[src/rtl/retire_stage_pkg.sv]
// Shared types for the retire stage: ROB exit packet, register index types, FSM states.
// Superscalar width comes from the N macro (default 4).
`ifndef N
`define N 4
`endif

package retire_stage_pkg;
   localparam int N_SCALAR = `N;
   localparam int ARCH_W   = 5;
   localparam int PHYS_W   = 6;

   typedef logic [ARCH_W-1:0] ARCH_REG_IDX;
   typedef logic [PHYS_W-1:0] PHYS_REG_IDX;

   typedef struct packed {
      logic        completed;
      logic        has_dest;
      ARCH_REG_IDX arch_reg;
      PHYS_REG_IDX t;
      PHYS_REG_IDX t_old;
      logic        mispredict;
      logic        halt;
      logic [31:0] target_pc;
   } ROB_EXIT_PACKET;

   typedef enum logic [1:0] {RUN, SQUASH, HALTED} RETIRE_STATE;
endpackage

[src/rtl/retire_stage_prefix.sv]
// Combinational retire-prefix finder: counts leading valid+completed slots and
// stops after the first slot that carries a stop flag (mispredict or halt).
module retire_prefix #(
   parameter  int N   = 4,
   localparam int NSB = $clog2(N+1)
) (
   input  logic [NSB-1:0] valid_cnt,
   input  logic [N-1:0]   completed,
   input  logic [N-1:0]   stop,
   output logic [NSB-1:0] k,
   output logic [N-1:0]   mask
);
   logic alive;

   always_comb begin
      alive = 1'b1;
      k     = '0;
      mask  = '0;
      for (int i = 0; i < N; i++) begin
         if (alive && (NSB'(i) < valid_cnt) && completed[i]) begin
            mask[i] = 1'b1;
            k       = k + 1'b1;
            if (stop[i]) alive = 1'b0;
         end else begin
            alive = 1'b0;
         end
      end
   end
endmodule

[src/rtl/retire_stage.sv]
// In-order commit stage: retires the eligible ROB prefix, frees t_old, updates the map table,
// raises squash after a mispredict and halts after a halt. RETIRE_PERF_EN adds perf counters.
module retire_stage
   import retire_stage_pkg::*;
#(
   parameter  int N        = N_SCALAR,
   parameter  int CNT_BITS = 64,
   localparam int NSB      = $clog2(N+1)
) (
   input  logic                         clock,
   input  logic                         reset,
   input  ROB_EXIT_PACKET [N-1:0]       rob_outputs,
   input  logic [NSB-1:0]               rob_outputs_valid,
   output logic [NSB-1:0]               num_retiring,
   output logic [N-1:0]                 free_valid,
   output logic [N-1:0][PHYS_W-1:0]     free_reg,
   output logic [N-1:0]                 arch_wr_en,
   output logic [N-1:0][ARCH_W-1:0]     arch_wr_reg,
   output logic [N-1:0][PHYS_W-1:0]     arch_wr_preg,
   output logic                         squash,
   output logic [31:0]                  squash_pc,
   output logic                         halted,
`ifdef RETIRE_PERF_EN
   output logic [CNT_BITS-1:0]          perf_cycles,
   output logic [CNT_BITS-1:0]          perf_stall_cycles,
   output logic [CNT_BITS-1:0]          perf_mispredicts,
`endif
   output logic [CNT_BITS-1:0]          retired_count
);
   RETIRE_STATE         state_q, state_d;
   logic                squash_q, squash_d;
   logic                halted_q, halted_d;
   logic [31:0]         squash_pc_q, squash_pc_d;
   logic [CNT_BITS-1:0] retired_count_q, retired_count_d;

   logic [N-1:0]   completed_v, stop_v, pre_mask, ret_mask;
   logic [NSB-1:0] pre_k;
   logic           run_en, halt_hit, mp_hit;
   logic [31:0]    mp_pc;

   always_comb begin
      for (int i = 0; i < N; i++) begin
         completed_v[i] = rob_outputs[i].completed;
         stop_v[i]      = rob_outputs[i].mispredict | rob_outputs[i].halt;
      end
   end

   retire_prefix #(.N(N)) u_prefix (
      .valid_cnt (rob_outputs_valid),
      .completed (completed_v),
      .stop      (stop_v),
      .k         (pre_k),
      .mask      (pre_mask)
   );

   // Outputs are gated by reset so nothing leaks out while it is held low.
   always_comb begin
      run_en       = reset && (state_q == RUN);
      ret_mask     = run_en ? pre_mask : '0;
      num_retiring = run_en ? pre_k : '0;
      free_valid   = '0;
      free_reg     = '0;
      arch_wr_en   = '0;
      arch_wr_reg  = '0;
      arch_wr_preg = '0;
      halt_hit     = 1'b0;
      mp_hit       = 1'b0;
      mp_pc        = '0;
      // Slots are emitted in program order; the map table applies higher indices last.
      for (int i = 0; i < N; i++) begin
         if (ret_mask[i]) begin
            free_valid[i]   = rob_outputs[i].has_dest;
            arch_wr_en[i]   = rob_outputs[i].has_dest;
            free_reg[i]     = rob_outputs[i].t_old;
            arch_wr_reg[i]  = rob_outputs[i].arch_reg;
            arch_wr_preg[i] = rob_outputs[i].t;
            if (rob_outputs[i].halt) halt_hit = 1'b1;
            if (rob_outputs[i].mispredict) begin
               mp_hit = 1'b1;
               mp_pc  = rob_outputs[i].target_pc;
            end
         end
      end
   end

   always_comb begin
      state_d     = state_q;
      squash_pc_d = squash_pc_q;
      case (state_q)
         RUN: begin
            if (halt_hit) begin
               state_d = HALTED;
            end else if (mp_hit) begin
               state_d     = SQUASH;
               squash_pc_d = mp_pc;
            end
         end
         SQUASH:  state_d = RUN;
         default: state_d = HALTED;
      endcase
      squash_d        = (state_d == SQUASH);
      halted_d        = (state_d == HALTED);
      retired_count_d = retired_count_q + CNT_BITS'(num_retiring);
   end

   always_ff @(posedge clock or negedge reset) begin
      if (!reset) begin
         state_q         <= RUN;
         squash_q        <= 1'b0;
         halted_q        <= 1'b0;
         squash_pc_q     <= '0;
         retired_count_q <= '0;
      end else begin
         state_q         <= state_d;
         squash_q        <= squash_d;
         halted_q        <= halted_d;
         squash_pc_q     <= squash_pc_d;
         retired_count_q <= retired_count_d;
      end
   end

   assign squash        = squash_q;
   assign squash_pc     = squash_pc_q;
   assign halted        = halted_q;
   assign retired_count = retired_count_q;

`ifdef RETIRE_PERF_EN
   logic [CNT_BITS-1:0] perf_cycles_q, perf_cycles_d;
   logic [CNT_BITS-1:0] perf_stall_q, perf_stall_d;
   logic [CNT_BITS-1:0] perf_mp_q, perf_mp_d;

   always_comb begin
      perf_cycles_d = perf_cycles_q + 1'b1;
      perf_stall_d  = perf_stall_q;
      perf_mp_d     = perf_mp_q;
      if (run_en && (rob_outputs_valid != '0) && (num_retiring == '0))
         perf_stall_d = perf_stall_q + 1'b1;
      if ((state_q == RUN) && (state_d == SQUASH))
         perf_mp_d = perf_mp_q + 1'b1;
   end

   always_ff @(posedge clock or negedge reset) begin
      if (!reset) begin
         perf_cycles_q <= '0;
         perf_stall_q  <= '0;
         perf_mp_q     <= '0;
      end else begin
         perf_cycles_q <= perf_cycles_d;
         perf_stall_q  <= perf_stall_d;
         perf_mp_q     <= perf_mp_d;
      end
   end

   assign perf_cycles       = perf_cycles_q;
   assign perf_stall_cycles = perf_stall_q;
   assign perf_mispredicts  = perf_mp_q;
`endif
endmodule

[config.mk]
export PLATFORM = sky130hd
export DESIGN_NAME = retire_stage
export DESIGN_NICKNAME = d
export VERILOG_FILES = /design/src/rtl/retire_stage_pkg.sv /design/src/rtl/retire_stage_prefix.sv /design/src/rtl/retire_stage.sv
export SDC_FILE = /design/constraint.sdc
export NUM_CORES = 1
export LEC_CHECK = 0
export ABC_CLOCK_PERIOD_IN_PS = 5250
export CAP_MARGIN = 20
export CORE_AREA = 2 2 152 154
export DETAILED_ROUTE_END_ITERATION = 7
export DIE_AREA = 0 0 154 156
export PLACE_DENSITY = 0.65
export SETUP_SLACK_MARGIN = 0.1
export SLEW_MARGIN = 20
export SYNTH_ARGS = -nofsm -noshare
export SYNTH_HDL_FRONTEND = slang
export SYNTH_HIERARCHICAL = 1
export SYNTH_SLANG_ARGS = --single-unit
[constraint.sdc]
create_clock -name clock -period 5.25 [get_ports clock]
set_input_delay 0.525 -clock clock [delete_from_list [all_inputs] [get_ports clock]]
set_output_delay 0.525 -clock clock [all_outputs]
set_load 0.01 [all_outputs]
==> metrics.cfg, run 1 <==
[floorplan]
fp.dieW_um=154
fp.coreArea_um2=22400
dieArea_um2=24000
rows=55
die_h_um=156
start_util_pct=26.9
io_pins=394

[clock_tree]
cts-root-buf=clkbuf_16
insertion_delay_ns=0.36
cts.repair.resized=0
clk_pin_slew_worst_paths_ns=0.08
cts_hold_buf=0
cts_setup_buffers=0
clock_path_buffers=2
cts_made_buffers=9
tritoncts=yes
cts.htree.levels=3
cts_sinks=100

[drt]
wl_per_cell_um=19.0
drt_drc_violations_left=0
drt_wl_total_um=24500
ant_nets=0
vias=6428
routed_via_density=4.97
drt_iter0_markers=292
drtPass1Iterations=6

[critical_path]
end_kind=register
r2r-end=retired_count[44]
critPathKind=primary input to register
reg2reg_depth=9
critPathSlowestCell=o31a_1
worstSetupEndpoint=retired_count[59]
path_max_fanout=23
start_kind=primary input
critPathRequiredTime_ns=5.50
crit_path_start=rob_outputs_valid[2]
r2r_setup_slack_ns=2.60
reg2reg_from=state_q[1]
cpPeakStageDelay_ns=0.62
path_cells=clkdlybuf4s50_1 -> o31a_1 -> inv_1 -> ha_1 -> xor2_1 -> ha_1 -> inv_1 -> nor2_1 -> xor2_1 -> nor2_1 -> and2_1 -> ha_1 -> nand3_1 -> a21oi_1 -> and4_1 -> nand4_1 -> xnor2_1
crit_top_cell=ha_1
cp.arrival_ns=4.78

[global_route]
antenna_found_initial=4
grt_pass1_wl_um=36600
track_usage_pct=19.7
grt_pass1_vias=6212
overflow=0
grt_max_degree=79

[finish]
final_area_um2=10500
ff_latch_area_um2=2500
nets=1224
area_growth_pct=74.0
drive_above_1_share_pct=6.47
multi_input_area_um2=3250
post-route-util_pct=46.9
fillCellCount=2094

[placed_design]
post_dp_cell_area_um2=10200
io_buffers=393
dpl.hpwl_um=19000
gp_congestion=0.873

[sta]
clock_skew_ns=0.00859
rsz0062_at_grt=false
worst_pin_slew_ns=0.708
report.final.slew_viol_count=0
hold_viol=0
setup_tns_ns=0
finalCriticalPeriod_ns=4.53
setup_viol=0
slew_headroom_pct=52.8
fmax_ghz=0.221
hold_slack_ns=0.299
post-route-period-util_pct=86.2

[pwr]
power_density_nw_per_um2=240
irDropWorstVdd_v=0.000164
p_leak_uw=0.00445

[outcome]
status=completed

[yosys]
syn_area_um2=6020
ys_warn_count=6
syn_inst=633
syn_area_per_cell_um2=9.52
syn_nets=857

[flow_run]
cap_violations=0

[worst_hold_path]
holdCritPathClass=primary input to asynchronous set/reset pin

[final cells by class]
cell class | instances | share of cell area [%]
Timing Repair Buffer | 406 | 38.4
Multi-Input combinational cell | 472 | 31.0
Sequential cell | 100 | 23.9
Tap cell | 285 | 3.40
Clock buffer | 9 | 2.15
Clock inverter | 7 | 0.704
Inverter | 11 | 0.394
Antenna cell | 3 | 0.0716
[flip-flops by register name (all words and copies together) (netlist names)]
signal	count
halted	1
retired_count	64
squash	1
squash_pc	32
state_q	2
[stage by stage]
stage               instances  worst slack [ns]  total power [uW]
floorplan                 633              1.35              1280
detailed placement       1274             0.385              1870
finish                   1293             0.722              2510
CTS                      1290             0.789              2560
global route             1293             0.404              2640
global placement         1274             0.499              1850
[metal layers]
layer  global-route usage, %  share of wire [%]  vias to the layer above
met5                       0              0.053                        -
met4                    6.59                2.3                        2
met3                    5.14                6.3                       28
met2                    33.4                 49                      245
met1                    24.4                 43                     3100
li1                        -                  -                     3053
[power by group]
group / total (uW) / leakage (uW) / switching, uW / internal, uW
Clock: 674 / 0.000143 / 338 / 335
Sequential: 998 / 0.00130 / 83.5 / 914
Combinational: 842 / 0.00300 / 349 / 492
Total: 2510 / 0.00445 / 771 / 1740
[worst max-delay path: cells and delay by family]
kind                       cells  cell delay (ns)
buffers and inverters          3             0.68
xor gates and xnor gates       3             0.52
adders and majority gates      3             0.90
AOI/OAI and AO/OA              2             0.90
and+or+nand+nor                6             1.25
[how the worst min path moves through the flow]
stage	cells after the start	slack, ns	start	endpoint
after global placement	1	0.48	retired_count[59]	retired_count[59]
after CTS	2	0.32	reset	halted
after floorplan	0	0.23	reset	halted
final	2	0.30	reset	state_q[0]
after detailed placement	1	0.49	retired_count[16]	retired_count[16]
after global routing	2	0.34	reset	state_q[0]
[cells in the final DEF, fill, tap and decap left out, drive strengths merged, types with 8 or more instances in the layout]
cell,count
a221o,32
a31oi,32
and3,85
buf,14
clkbuf,9
clkdlybuf4s50,392
dfrtp,100
inv,13
nand2,57
nand3,29
nand4,17
nor2,58
nor3,16
nor4,8
o211ai,32
xnor2,30
xor2,35
(Power assumes the default switching activity.)
==> run 2, diff against run 1 <==
--- a/config.mk
+++ b/config.mk
@@ -10,8 +10,8 @@
 export CORE_AREA = 2 2 152 154
 export DETAILED_ROUTE_END_ITERATION = 7
 export DIE_AREA = 0 0 154 156
-export PLACE_DENSITY = 0.65
 export SETUP_SLACK_MARGIN = 0.1
+export SKIP_CTS_REPAIR_TIMING = 1
 export SLEW_MARGIN = 20
 export SYNTH_ARGS = -nofsm -noshare
 export SYNTH_HDL_FRONTEND = slang
==> run 2 against run 1 <==
  * Maximum frequency up 3.6%
  * Combinational power decreased by 0.6%
  * Clock-buffer cell count is 1 higher
  * Wire length down 4.4%
  * Largest cell class unchanged
==> metrics.cfg, run 2 (synthesis results as in run 1) <==
[outcome]
status=completed

[drt]
drt_drc_violations_left=0
ant_nets=0
drt_wl_total_um=23500
wl_per_cell_um=18.2
drt_iter0_markers=237
vias=6213
routed_via_density=4.81
drtPass1Iterations=4

[placed_design]
dpl.hpwl_um=18300
gp_congestion=0.901
post_dp_cell_area_um2=10200
io_buffers=393

[critical_path]
critPathSlowestCell=and4_1
critPathRequiredTime_ns=5.49
path_max_fanout=21
cpPeakStageDelay_ns=0.59
end_kind=register
critPathBufInv=3
critPathKind=primary input to register
r2r_setup_slack_ns=2.33
path_cells=clkdlybuf4s50_1 -> or2_2 -> nand3b_4 -> nor2_1 -> buf_4 -> ha_1 -> nor2_1 -> a21oi_1 -> ha_1 -> inv_1 -> nor2_1 -> xor2_1 -> nor2_1 -> and2_1 -> ha_1 -> nand3_1 -> a21oi_1 -> and4_1 -> nand4_1 -> xnor2_1
crit_family=simple AND/OR/NAND/NOR gates
crit_top_cell=nor2_1
start_kind=primary input
cp.arrival_ns=4.61

[global_route]
grt_max_degree=70
antenna_found_initial=2
grt_pass1_wl_um=35400
overflow=0
grt_pass1_vias=6098
track_usage_pct=18.9

[clock_tree]
insertion_delay_ns=0.35
clock_path_buffers=2
cts_sinks=100
cts-root-buf=clkbuf_16
cts.htree.levels=3
cts_made_buffers=9
tritoncts=yes
clk_pin_slew_worst_paths_ns=0.08

[sta]
setup_tns_ns=0
rsz0062_at_grt=false
fmax_ghz=0.229
worst_pin_slew_ns=0.704
hold_viol=0
finalCriticalPeriod_ns=4.37
slew_headroom_pct=53.1
report.final.slew_viol_count=0
hold_slack_ns=0.351
post-route-period-util_pct=83.2
setup_viol=0
clock_skew_ns=0.0108

[pwr]
irDropWorstVdd_v=0.000132
power_density_nw_per_um2=238
p_leak_uw=0.00445

[finish]
final_common_cell=clkdlybuf4s50_1
final_area_um2=10500
fillCellCount=2162
final_cell_mix=clkdlybuf4s50_1, dfrtp_1, and3_1
nets=1225
largest_reg_flops=64
drive_above_1_share_pct=6.46
area_growth_pct=73.8

[floorplan]
fp.coreArea_um2=22400
die_h_um=156
fp.dieW_um=154
start_util_pct=26.9
dieArea_um2=24000
rows=55
io_pins=394

[flow_run]
cap_violations=0

[worst_hold_path]
holdCritPathClass=primary input to asynchronous set/reset pin

run 2: changes by cell type in the layout (fill, tap and decap cells not counted), sizes merged:
cell | before | now
buf | 14 | 15
diode | 3 | 1
clkinv | 4 | 2
clkbuf | 9 | 10
inv | 13 | 14
run 2: final timing paths:
kind                                   start                 to  cells past startpoint
min in group clock         retired_count[63]  retired_count[63]                      1
max                          rob_outputs[33]  retired_count[59]                     20
max reg2reg                       state_q[1]  retired_count[42]                      9
min reg2reg                retired_count[63]  retired_count[63]                      1
min                                    reset  retired_count[11]                      2
max in group asynchronous              reset      squash_pc[13]                      3
run 2: power breakdown:
group | switching, uW | internal (uW) | leakage (uW) | total (uW)
Clock | 323 | 333 | 0.000137 | 656
Combinational | 344 | 493 | 0.00301 | 837
Sequential | 84.9 | 914 | 0.00130 | 999
run 2: area by class of cell:
| type | instances | area (um^2) | share of cell area (%) |
|---|---|---|---|
| repair buffers | 407 | 4040 | 38.6 |
| clock buffers | 10 | 229 | 2.19 |
| diodes | 1 | 2.50 | 0.0239 |
| multi-input cells | 472 | 3250 | 31.0 |
| clock inverters | 6 | 56.3 | 0.538 |
| well taps | 285 | 357 | 3.41 |
| flip-flops and latches | 100 | 2500 | 23.9 |
| inverters | 11 | 41.3 | 0.394 |
run 2: worst register-to-register path: stages, from the launching register on:
cell,delay (ns)
dfrtp_1,0.44
nor3b_4,0.45
and2_1,0.25
ha_1,0.21
fa_1,0.22
a21oi_1,0.14
nor3_4,0.35
nand4_4,0.33
nor3_1,0.30
xor2_1,0.17
run 2: metal layers:
layer,global-route usage [%],share of wire (%),wire length (um)
met1,24.2,43,10100
met2,31.6,48,11300
met3,4.56,6.6,1560
met4,6.23,2.2,524
met5,0,0,0
run 2: per-stage QoR:
stage	instances	total power [uW]	setup slack [ns]	util [%]
after global routing	1291	2640	0.480	46.8
after detailed placement	1275	1870	0.489	45.5
after global placement	1275	1860	0.593	45.5
after CTS	1291	2540	0.841	46.8
after floorplan	633	1280	1.35	-
final	1292	2490	0.880	46.8
